--- src/rtl/pipe_buf_pkg.sv ---
// Shared types and constants for the pipeline stage buffer.
package pipe_buf_pkg;

   // Encoding doubles as the occupancy count.
   typedef enum logic [1:0] {
      StEmpty = 2'd0,
      StHalf  = 2'd1,
      StFull  = 2'd2
   } buf_state_e;

   // Replicated to DATA_W to form the default NOP/bubble payload.
   localparam logic NopBit = 1'b0;

endpackage

--- src/rtl/pipe_buf_sat_counter.sv ---
// Saturating up-counter with synchronous active-high clear.
module pipe_buf_sat_counter #(
   parameter int unsigned CNT_W = 16
) (
   input  logic             clk,
   input  logic             rst,
   input  logic             inc,
   output logic [CNT_W-1:0] count
);

   logic [CNT_W-1:0] r_count;

   always_ff @(posedge clk) begin
      if (rst) begin
         r_count <= '0;
      end else if (inc && (r_count != '1)) begin
         r_count <= r_count + CNT_W'(1);
      end
   end

   assign count = r_count;

endmodule

--- src/rtl/pipe_stage_buffer.sv ---
// Valid/ready pipeline stage buffer with 2-entry skid store and flush.
// Optional statistics counters enabled by defining PIPE_BUF_STATS_EN.
module pipe_stage_buffer
   import pipe_buf_pkg::*;
#(
   parameter int unsigned        DATA_W = 16,
   parameter logic [DATA_W-1:0]  BUBBLE = {DATA_W{NopBit}},
   parameter int unsigned        CNT_W  = 16
) (
   input  logic              clk,
   input  logic              rst,
   input  logic              flush,
   input  logic              in_valid,
   output logic              in_ready,
   input  logic [DATA_W-1:0] in_data,
   output logic              out_valid,
   input  logic              out_ready,
   output logic [DATA_W-1:0] out_data,
   output logic [1:0]        occupancy
`ifdef PIPE_BUF_STATS_EN
   ,
   output logic [CNT_W-1:0]  stall_cnt,
   output logic [CNT_W-1:0]  flush_cnt
`endif
);

   buf_state_e        r_state, w_state_d;
   logic [DATA_W-1:0] r_head, w_head_d;
   logic [DATA_W-1:0] r_skid, w_skid_d;
   logic              w_accept, w_pop;

   // Handshake outputs come straight from the state register.
   assign in_ready  = (r_state != StFull);
   assign out_valid = (r_state != StEmpty);
   assign out_data  = r_head;
   assign occupancy = r_state;

   assign w_accept = in_valid & in_ready;
   assign w_pop    = out_valid & out_ready;

   always_comb begin
      w_state_d = r_state;
      w_head_d  = r_head;
      w_skid_d  = r_skid;
      if (flush) begin
         w_state_d = StEmpty;
         w_head_d  = BUBBLE;
         w_skid_d  = BUBBLE;
      end else begin
         unique case (r_state)
            StEmpty: begin
               if (w_accept) begin
                  w_state_d = StHalf;
                  w_head_d  = in_data;
               end
            end
            StHalf: begin
               if (w_accept && !w_pop) begin
                  w_state_d = StFull;
                  w_skid_d  = in_data;
               end else if (w_pop && !w_accept) begin
                  w_state_d = StEmpty;
                  w_head_d  = BUBBLE;
               end else if (w_accept && w_pop) begin
                  w_head_d  = in_data;
               end
            end
            StFull: begin
               if (w_pop) begin
                  w_state_d = StHalf;
                  w_head_d  = r_skid;
                  w_skid_d  = BUBBLE;
               end
            end
            default: begin
               w_state_d = StEmpty;
               w_head_d  = BUBBLE;
               w_skid_d  = BUBBLE;
            end
         endcase
      end
   end

   always_ff @(posedge clk) begin
      if (rst) begin
         r_state <= StEmpty;
         r_head  <= BUBBLE;
         r_skid  <= BUBBLE;
      end else begin
         r_state <= w_state_d;
         r_head  <= w_head_d;
         r_skid  <= w_skid_d;
      end
   end

`ifdef PIPE_BUF_STATS_EN
   pipe_buf_sat_counter #(
      .CNT_W (CNT_W)
   ) u_stall_cnt (
      .clk   (clk),
      .rst   (rst),
      .inc   (out_valid & ~out_ready),
      .count (stall_cnt)
   );

   pipe_buf_sat_counter #(
      .CNT_W (CNT_W)
   ) u_flush_cnt (
      .clk   (clk),
      .rst   (rst),
      .inc   (flush),
      .count (flush_cnt)
   );
`else
   // Keeps CNT_W referenced when the counters are compiled out.
   logic [CNT_W-1:0] w_unused_cnt;
   assign w_unused_cnt = '0;
`endif

endmodule
--- config.mk ---
export PLATFORM = sky130hd
export DESIGN_NAME = pipe_stage_buffer
export DESIGN_NICKNAME = d
export VERILOG_FILES = /design/src/rtl/pipe_buf_pkg.sv /design/src/rtl/pipe_buf_sat_counter.sv /design/src/rtl/pipe_stage_buffer.sv
export SDC_FILE = /design/constraint.sdc
export NUM_CORES = 1
export LEC_CHECK = 0
export ABC_AREA = 1
export CORE_ASPECT_RATIO = 0.7
export CORE_UTILIZATION = 51
export CTS_CLUSTER_SIZE = 20
export DETAILED_ROUTE_END_ITERATION = 6
export PLACE_DENSITY_LB_ADDON = 0.05
export SYNTH_ARGS = -nofsm -noshare
export SYNTH_HDL_FRONTEND = slang
export SYNTH_HIERARCHICAL = 1
export SYNTH_SLANG_ARGS = --single-unit
--- constraint.sdc ---
create_clock -name clk -period 2 [get_ports clk]
set_input_delay 0.4 -clock clk [delete_from_list [all_inputs] [get_ports clk]]
set_output_delay 0.4 -clock clk [all_outputs]
set_load 0.005 [all_outputs]
**After elaboration in Yosys (flattened, before gate mapping)**

Cells that the tools add are included.
W data, S select, Z words.

- Bits in registers: 34
- Logic and storage cells: 40
- Bits of input ports: 21
- Output and inout port bits: 20

- Bitwise gates (word level): 3
- Reductions and logical operators: 11
- Equality and inequality tests: 9
- Mux-type cells: 14

Operators by type and width:

| operator | count |
|---|---|
| $mux W16 | 7 |
| $pmux W16 S3 | 2 |
| $ne A2 B2 Y1 const B | 5 |
| $mux W2 | 4 |
| $ne A3 B3 Y1 const B | 2 |
| $pmux W2 S3 | 1 |
| $reduce_and A3 Y1 | 2 |
| $reduce_and A4 Y1 | 1 |
| $logic_and A1 B1 Y1 | 3 |
| $and A1 B1 Y1 | 2 |
| $eq A2 B1 Y1 const B | 1 |
| $eq A2 B2 Y1 const B | 1 |
| $logic_not A1 Y1 | 2 |
| $logic_not A2 Y1 | 1 |
| $reduce_bool A2 Y1 | 1 |
| $reduce_or A2 Y1 | 1 |
| $not A1 Y1 | 1 |

**Depth between registers and ports, before layout**

- Depth in word-level cells: 7
- Mapped depth: 13
- Mapped depth without buffers: 10

**Worst setup path before layout**

OpenSTA, ideal clock, no wires.

- Path kind: flip-flop to flip-flop
- Start point: register r_state[1], in the netlist occupancy[1]
- End point: register r_head[0], in the netlist out_data[0]
- Arrival: 1.725 ns
- Clock period less this slack: 1.838 ns
- Stages on the path, launching flop included: 14
- Required time: 1.887 ns
- Library setup time: 0.113 ns
- Slack: 0.162 ns
- Buffers on the path: 3
- Cell sequence: dfxtp_1 inv_1 nor2_4 buf_4 nor2_1 inv_1 ha_1 clkbuf_1 buf_2 nor2_1 nand2_1 nand3_1 nor2_1 nor2_1

- Word-level cells in the longest chain between the ends: 7
- Elaborated cells between the ends (all ways): 20
- Those cells by class: eq/ne (7); mux (3); bitwise (2); reduce/logical (8)

RTL lines:

| what | RTL line | source |
|---|---|---|
| from (decl) | pipe_stage_buffer.sv:27 | `buf_state_e r_state, w_state_d;` |
| from (signal assigned) | pipe_stage_buffer.sv:86 | `r_state <= StEmpty;` |
| from (signal assigned) | pipe_stage_buffer.sv:90 | `r_state <= w_state_d;` |
| $ne A2 B2 Y1 | pipe_stage_buffer.sv:33 | `assign in_ready = (r_state != StFull);` |
| $and A1 B1 Y1 | pipe_stage_buffer.sv:38 | `assign w_accept = in_valid & in_ready;` |
| $logic_not A1 Y1 | pipe_stage_buffer.sv:61 | `end else if (w_pop && !w_accept) begin` |
| $logic_and A1 B1 Y1 | pipe_stage_buffer.sv:61 |  |
| $mux W16 | pipe_stage_buffer.sv:61 |  |
| $mux W16 | pipe_stage_buffer.sv:58 | `if (w_accept && !w_pop) begin` |
| $pmux W16 S3 | pipe_stage_buffer.sv:50 | `unique case (r_state)` |
| to (signal assigned) | pipe_stage_buffer.sv:91 | `r_head <= w_head_d;` |
| to (decl) | pipe_stage_buffer.sv:28 | `logic [DATA_W-1:0] r_head, w_head_d;` |

Parallel ways exist; a longest one is shown, timed or not. The select of a mux whose other input is x is not followed.
A chain may end at the register's enable or synchronous reset.

**Worst setup path after layout**

- Start point: register r_state[1], in the netlist occupancy[1]
- End point: output port out_valid

- Word-level cells in the longest chain between the ends: 1

RTL lines:

| what | RTL line | source |
|---|---|---|
| $reduce_bool A2 Y1 | pipe_stage_buffer.sv:34 | `assign out_valid = (r_state != StEmpty);` |
| to (decl) | pipe_stage_buffer.sv:16 | `output logic out_valid,` |

No other way between the ends.

==> impl_metrics.tcl <==
set metrics [dict create \
    synth_area_leaders "dfxtp_1 34%, nand2_1 16%, nor2_1 16%" \
    pre_cts_ws_ns -0.0551 \
    ys.flop_type "dfxtp_1" \
    clk-insertion-delay-late_ns 0.29 \
    power_frac_clock_pct 31.6 \
    tightest_slew_ns 0.408 \
    hold_viol_final 0 \
    final_cells 419 \
    synth_seq_cells 34 \
    synth-edff-count 0 \
    fmax_ghz 0.530 \
    whs_path_depth 2 \
    layout_min_cycle_time_ns 1.89 \
    ys_seq_area_share_pct 33.9 \
    path_class "reg2out" \
    track_usage_pct 23.0 \
    grt_pass1_wl_um 7310 \
    synth_top_area_share_pct 33.9 \
    netSwitchingFraction_pct 29.3 \
    first_iter_violations 133 \
    synthTopCellsByCount "84 x nand2_1, 84 x nor2_1, 40 x inv_1" \
    intPower_mw 1.18 \
    period_share_pct 94.3 \
    ys_types 20 \
    combinationalPowerShare_pct 24.3 \
    fin_tns_setup_ns 0 \
    io_buffers 40 \
    fin_worst_skew_ns 0.00427 \
    drc 0 \
    grt_pass1_vias 1676 \
    ctsHoldBuffers 0 \
    maxCapViolCount 0 \
    rrSetupSlack_ns 0.22 \
    vias 1956 \
    cts_tree "built" \
    async_flop_share_pct 0 \
    die_h_um 54.5 \
    core_area_sq_um 3650 \
    max-slew-margin-rel_pct 72.7 \
    final-setup-viol-count 0 \
    crit_path_top_delay_cell "clkdlybuf4s50_1" \
    area_growth_pct 26.7 \
    maxSlewViolCount 0 \
    hp-start "r_skid[5]" \
    ctsLongestPathBuffers 2 \
    r2r-end "r_skid[4]" \
    cp.required_ns 1.60 \
    grt-ovfl-total 0 \
    p_seq_share_pct 44.1 \
    final_antenna_net_count 0 \
    path_clk_slew_ns 0.07 \
    grt_antenna_before_repair 0 \
    p_per_area_nw_per_um2 654 \
    worst_setup_path_start_kind "flop" \
    start_util_pct 55.0 \
    syn_area_per_cell_sq_um 6.18 \
    routed_wl_um 4440 \
    crit_fanout 12 \
    min_path_type "reg2reg" \
    cp-end-kind "primary output" \
    worstPathCellList "buf_4 > nor2_8 > inv_1 > clkdlybuf4s50_1" \
    fp-row-count 18 \
    timing.final.ws_setup_ns 0.114 \
    max-vdd-ir-drop_uv 480 \
    yosys.area.top_type "dfxtp_1" \
    worstPathArrival_ns 1.49 \
    numCtsBuffers 5 \
    reg2reg_depth 11 \
    drive_above_1_share_pct 8.67 \
    critPathMaxStageDelay_ns 0.44 \
    syn_area_sq_um 2010 \
    min_to "r_skid[5]" \
    rsz0062_at_grt "false" \
    synthCells 325 \
    clockRootBuffer "clkbuf_8" \
    dp.cells 407 \
    status "finished, final reports clean" \
    cts.sinks 34 \
    reg2reg_from "occupancy[1]" \
    die_area_sq_um 4190 \
    layout.nets 391 \
    h-tree-depth 2 \
    switchingPower_uw 487 \
    dr.pass1.iters 4 \
    power_leakage_nw 1.16 \
    post-dp-hpwl_um 2820 \
    place_congestion 0.826 \
    die_x_um 77.0 \
    ios 41 \
    n_antenna_cell 0 \
    routed_via_density 4.67 \
    fin_total_pwr_mw 1.66 \
    grt_max_degree 35 \
    wire_per_inst_um 10.6 \
    syn-num-nets 348 \
    yosysWarnings 6 \
]
-- routing by layer --
metal	vias up	track usage (%)	wire, um
met5	-	0	0
li1	1068	-	-
met3	4	5.67	260
met1	835	28.7	2230
met4	0	10.7	33
met2	49	38.7	1910
-- critical path, delay by kind of cell (launching register included) --
kind                   cells  cell delay, ns
buffers and inverters      3            0.66
flip-flops                 1            0.34
AND/OR/NAND/NOR            1            0.19
-- sequential cells by signal, indices dropped and copies added (netlist names) --
name       cells
occupancy      2
r_skid        16
out_data      16
-- repair_timing --
item	in CTS	in global routing
gates resized for setup	1	1
buffers inserted	0	4
endpoints found under the setup margin	3	1
pin swaps	0	1
-- cells by family after synthesis --
family	share of synthesized area [%]
DFF	33.9
buffers and inverters	14.7
AOI/OAI and AO/OA	4.24
and+or+nand+nor	45.9
adders and majority gates	1.25
-- power by group through the flow --
stage          Sequential [mW]  Combinational [mW]  Clock, mW
6_report                 0.733               0.405      0.526
5_1_grt                  0.737               0.459      0.574
4_1_cts                  0.732               0.401      0.534
3_5_place_dp             0.747               0.397          0
3_3_place_gp             0.746               0.394          0
2_1_floorplan            0.745               0.274          0
-- metrics by stage --
| stage | area (sq um) | hold WS, ns | utilization (%) |
|---|---|---|---|
| 2_1_floorplan | 2010 | 0.454 | - |
| 3_3_place_gp | 2420 | 0.462 | 66.4 |
| 3_5_place_dp | 2420 | 0.473 | 66.4 |
| 4_1_cts | 2520 | 0.490 | 69.0 |
| 5_1_grt | 2540 | 0.502 | 69.7 |
| 6_report | 2540 | 0.483 | 69.7 |
-- worst max path at each step --
| stage | depth (start not counted) | slack [ns] | to | from |
|---|---|---|---|---|
| finish | 4 | 0.11 | out_valid | occupancy[1] |
| floorplan | 13 | 0.16 | out_data[0] | occupancy[1] |
| CTS | 4 | 0.02 | in_ready | occupancy[1] |
| global placement | 11 | 0.01 | r_skid[5] | out_ready |
| global route | 4 | 0.04 | out_valid | occupancy[1] |
| detailed placement | 11 | -0.06 | r_skid[13] | out_ready |
-- final cells by class --
class                      instances  area, sq um
fill                             360         1100
sequential                        34          682
timing repair buffer              53          508
tap                               50         62.6
inverter                          42          165
clock buffer                       7         86.3
clock inverter                     1         5.00
multi-input combinational        232         1030
-- layout by cell type (no fill, tap or decap), types with 2 or more instances in the layout --
master / Yosys / routed
nand3_4: 2 / 2
clkbuf_8: 0 / 6
clkdlybuf4s50_1: 0 / 40
inv_1: 40 / 39
nand2_1: 84 / 84
nor3_1: 16 / 16
nor2_1: 84 / 83
nor2_4: 2 / 2
buf_4: 4 / 11
dfxtp_1: 34 / 33
ha_1: 2 / 2
o21ai_0: 16 / 16
nand2_4: 2 / 2
nand3_1: 21 / 21
Note: power is estimated with default switching activity, not from simulation.
